<file path="src/rtl/rot_input_conditioner.sv">
// rot_input_conditioner: synchronise and debounce raw encoder/button pins for the rotary counter
//
// Ports:
//   clk        in   system clock, all logic on posedge
//   reset      in   asynchronous active-high reset
//   ROTa_pin   in   raw encoder A (async)
//   ROTb_pin   in   raw encoder B (async)
//   BTN_W_pin  in   raw west button, 1 = pressed (async)
//   BTN_C_pin  in   raw centre push, 1 = pressed (async)
//   ROTa       out  debounced A
//   ROTb       out  debounced B
//   BTN_W      out  debounced west button
//   cfg        out  encoder direction flag
//   press      out  one-cycle pulse per accepted centre press
//
// Optional feature: define ROT_CFG_TOGGLE_EN to make each centre press toggle cfg;
// otherwise cfg is the constant CFG_DEFAULT.
module rot_input_conditioner #(
    parameter int   ROT_DB      = 16,
    parameter int   BTN_DB      = 50000,
    parameter logic CFG_DEFAULT = 1'b1
) (
    input  logic clk,
    input  logic reset,
    input  logic ROTa_pin,
    input  logic ROTb_pin,
    input  logic BTN_W_pin,
    input  logic BTN_C_pin,
    output logic ROTa,
    output logic ROTb,
    output logic BTN_W,
    output logic cfg,
    output logic press
);
    // Channel order: 0 = A, 1 = B, 2 = west button, 3 = centre button.
    // The centre filter resets to 1 so a button held through reset is not seen as a press.
    localparam logic [3:0] Q_RST = 4'b1000;
    logic [3:0] w_pin, r_s1, r_s2, r_q, w_take;
    logic       w_rise, r_press;
    assign w_pin = {BTN_C_pin, BTN_W_pin, ROTb_pin, ROTa_pin};
    for (genvar i = 0; i < 4; i++) begin : g_ch
        localparam int LIM = (i < 2) ? ROT_DB : BTN_DB;
        localparam int W   = $clog2(LIM);
        logic [W-1:0] r_cnt;
        // Accept the new level once it has been stable for LIM consecutive filter cycles.
        assign w_take[i] = (r_s2[i] != r_q[i]) && (r_cnt == W'(LIM - 1));
        always_ff @(posedge clk or posedge reset)
            if (reset)
                r_cnt <= '0;
            else
                r_cnt <= (r_s2[i] == r_q[i] || w_take[i]) ? '0 : r_cnt + 1'b1;
    end
    assign w_rise = w_take[3] & r_s2[3];
    always_ff @(posedge clk or posedge reset)
        if (reset) begin
            r_s1    <= '0;
            r_s2    <= '0;
            r_q     <= Q_RST;
            r_press <= 1'b0;
        end else begin
            r_s1    <= w_pin;
            r_s2    <= r_s1;
            // A take always means s2 differs from q, so accepting is a flip.
            r_q     <= r_q ^ w_take;
            r_press <= w_rise;
        end
`ifdef ROT_CFG_TOGGLE_EN
    logic r_cfg;
    always_ff @(posedge clk or posedge reset)
        if (reset)
            r_cfg <= CFG_DEFAULT;
        else if (w_rise)
            r_cfg <= ~r_cfg;
    assign cfg = r_cfg;
`else
    assign cfg = CFG_DEFAULT;
`endif
    assign ROTa  = r_q[0];
    assign ROTb  = r_q[1];
    assign BTN_W = r_q[2];
    assign press = r_press;
endmodule

</file>
<file path="config.mk">
export PLATFORM = sky130hd
export DESIGN_NAME = rot_input_conditioner
export DESIGN_NICKNAME = d
export VERILOG_FILES = /design/src/rtl/rot_input_conditioner.sv
export SDC_FILE = /design/constraint.sdc
export NUM_CORES = 1
export LEC_CHECK = 0
export CAP_MARGIN = 30
export CORE_ASPECT_RATIO = 1.2
export CORE_MARGIN = 2
export CORE_UTILIZATION = 47
export CTS_CLUSTER_DIAMETER = 30
export DETAILED_ROUTE_END_ITERATION = 8
export DONT_BUFFER_PORTS = 1
export GPL_TIMING_DRIVEN = 1
export PLACE_DENSITY = 0.75
export RECOVER_POWER = 25
export SYNTH_ARGS = -nofsm -noshare
export SYNTH_HDL_FRONTEND = slang
export SYNTH_SLANG_ARGS = --single-unit
</file>
<file path="constraint.sdc">
create_clock -name clk -period 1.7 [get_ports clk]
set_input_delay 0.34 -clock clk [delete_from_list [all_inputs] [get_ports clk]]
set_output_delay 0.34 -clock clk [all_outputs]
set_load 0.01 [all_outputs]
</file>
==> flow_metrics.py <==
metrics = {
    "place": {
        "placed_area_um2": 2540,
        "routabilityCongestion": 0.760,
        "portBuffers": 0,
        "pre_cts_slack_ns": -0.0347,
        "dp_hpwl_mm": 2.91,
    },
    "setup_path": {
        "path_delay_family": "simple AND/OR/NAND/NOR gates",
        "cp_num_buf_inv": 0,
        "worstPathArrival_ns": 1.92,
        "required_ns": 1.94,
        "cp-start-kind": "register",
        "critPathCaptureType": "register",
        "crit_chain": "nor4_2 > nand3b_1 > or4_4 > mux2_4",
        "critical_path_class": "register to register",
        "cp_slowest_cell": "or4_4",
        "worstPathMaxFanout": 3,
        "cp_num_cells": 4,
        "critPathMaxStageDelay_ns": 0.51,
        "r2r_setup_slack_ns": 0.02,
        "crit-reg2reg-launch": "g_ch[3].r_cnt[4]",
        "worst-r2r-cell-count": 4,
    },
    "synth": {
        "ys_warn_count": 0,
        "synthMuxAreaShare_pct": 2.10,
        "synth_edf_count": 0,
        "synthesis.area_um2": 2330,
        "synth_top_family_by_area": "simple AND/OR/NAND/NOR gates",
        "synthFlopType": "dfrtp_1",
        "synth_compound_area_share_pct": 1.72,
        "syn_nets": 223,
        "synth_cells": 213,
        "synth_seq_area_share_pct": 57.0,
        "synth_fa_ha_area_share_pct": 2.15,
        "ys_seq_elements": 53,
        "synthXorXnorAreaFrac_pct": 13.2,
        "yosys.area_share.simple_pct": 21.5,
        "synth_top_area_share_pct": 55.9,
        "ys_top_cells_by_area": "dfrtp_1, xnor2_1, nor2_1, nand3_1, xor2_1",
        "synth_cell_types": 32,
        "yosys.area.top_type": "dfrtp_1",
        "postSynthAreaPerCell_um2": 10.9,
        "ys_async_sr_fraction_pct": 100,
    },
    "sta": {
        "rsz0062_at_grt": "yes",
        "max_freq_mhz": 595,
        "hold_viol": 0,
        "tightest_slew_ns": 0.667,
        "finalSetupViolCount": 0,
        "period_share_pct": 98.9,
        "skew_ns": 0.00542,
        "tns_ns": 0,
        "setup_slack_ns": 0.0183,
        "min_period_ns": 1.68,
        "max_slew_margin_pct": 55.5,
        "final_max_slew_viol_count": 0,
    },
    "detailed_routing": {
        "route.detailed.wl_per_inst_um": 13.6,
        "antenna_left": 0,
        "via_per_inst": 5.28,
        "drc": 0,
        "vias": 1585,
        "drt-initial-drc-count": 66,
        "drt_pre_antenna_iters": 4,
        "drt-total-wl_mm": 4.08,
    },
    "clock_network": {
        "worstSkewPairLatency_ns": 0.31,
        "clock_sinks": 53,
        "clkTransAtPathRegs_ns": 0.10,
        "cts_buffers": 5,
        "h-tree-depth": 2,
        "cts_buffer_depth": 2,
        "clockRootBuffer": "clkbuf_8",
        "cts_tree": "yes",
    },
    "finish": {
        "drive_above_1_share_pct": 17.9,
        "num_antenna_cells": 0,
        "layout_commonest_cell": "dfrtp_1",
        "layout.nets": 249,
        "fin_area_um2": 2710,
        "final_cell_mix": "dfrtp_1, nor2_1, xnor2_1, buf_4, nand3_1",
        "area_growth_pct": 16.4,
    },
    "job": {
        "drv_cap": 0,
    },
    "die": {
        "initial_core_util_pct": 47.8,
        "die_h_um": 81.1,
        "ios": 11,
        "die_w_um": 68.3,
        "core-area_um2": 4870,
        "die_area_um2": 5540,
        "rows": 28,
    },
    "grt": {
        "antenna_found_initial": 0,
        "grt_usage_pct": 17.8,
        "grt-ovfl-total": 0,
        "grt_pass1_vias": 1706,
        "grt_max_degree": 38,
        "grt_first_pass_wirelength_mm": 7.40,
    },
    "min_path": {
        "whs_path_depth": 0,
        "holdCritStartpoint": "BTN_C_pin",
        "holdPathEnd": "r_s1[3]",
        "hold_path.class": "input port to register",
    },
    "power": {
        "p_per_area_nw_per_um2": 853,
        "static-leakage-power_nw": 1.16,
        "ir_drop_mv": 0.617,
    },
    "outcome": {
        "outcome": "finished, final reports clean",
    },
}
==> repair_timing <==
item / CTS / global route
pin swaps: 4 / 6
hold endpoints to repair: 16 / 0
endpoints found under the setup margin: 11 / 16
hold buffers: 1 / 0
gates cloned: 1 / 0
resized for setup: 1 / 7
buffers inserted: 2 / 1
==> flip-flops by register name, summed over array words and instances (netlist names), named ones only <==
name and count:
g_ch.r_cnt 40, r_s1 4, r_s2 4, press 1
==> cell families (layout without fill, tap and decap cells) <==
| kind of cell | after synthesis | count (layout) |
|---|---|---|
| other cells | 1 | 1 |
| simple gates | 101 | 101 |
| fa+ha+maj | 4 | 4 |
| mux | 4 | 4 |
| compound gates | 3 | 3 |
| flops | 53 | 53 |
| xor+xnor | 35 | 35 |
| buf+inv | 12 | 39 |
==> cell usage after synthesis, types with 2 or more instances <==
master	count
dfrtp_1	52
nor2_1	43
xnor2_1	28
nand3_1	15
inv_1	9
nand2_1	8
nor3_1	7
nor4_1	7
xor2_1	7
nand4_1	6
ha_1	4
and3_1	3
mux2_2	3
nand2b_1	2
nor4bb_1	2
==> power breakdown <==
group	internal (W)	switching, W	leakage (nW)	total, W
clock	0.000449	0.000430	0.0591	0.000879
sequential	0.00129	0.0000245	0.708	0.00132
combinational	0.0000504	0.0000668	0.390	0.000117
total	0.00179	0.000521	1.16	0.00231
==> worst reg2reg max path, cell delays in order (launching register included) <==
cell and delay [ns]:
dfrtp_1 0.40, nor4_2 0.27, nand3b_1 0.13, or4_4 0.51, mux2_4 0.31
==> per-layer routing <==
metal	wire length, µm	GRT usage [%]
met5	0	0
met3	103	4.43
met4	59	6.40
met2	2240	31.6
met1	1670	20.6
==> worst max-delay path by stage <==
stage / end / startpoint
floorplan: register / g_ch[3].r_cnt[12]
global placement: g_ch[3].r_cnt[8] / g_ch[3].r_cnt[12]
detailed placement: g_ch[3].r_cnt[13] / g_ch[3].r_cnt[12]
CTS: g_ch[3].r_cnt[4] / g_ch[3].r_cnt[1]
global route: g_ch[3].r_cnt[13] / g_ch[3].r_cnt[4]
finish: register / g_ch[3].r_cnt[4]
==> cell type report <==
cell class	count	area, µm²
sequential	53	1330
clock buffer	5	68.8
inverter	9	33.8
timing repair buffer	22	193
multi-input combinational	148	966
clock inverter	3	47.5
tap	60	75.1
fill	410	2160
==> per-stage QoR <==
step | total power (W) | std cells | util, % | hold slack (ns)
after floorplan | 0.00141 | 213 | - | 0.331
after global placement | 0.00144 | 287 | 52.2 | 0.217
after detailed placement | 0.00145 | 287 | 52.2 | 0.223
after CTS | 0.00233 | 299 | 55.2 | 0.0379
after global routing | 0.00241 | 300 | 55.7 | 0.0243
final | 0.00231 | 300 | 55.7 | 0.0491
(Power assumes the default switching activity.)
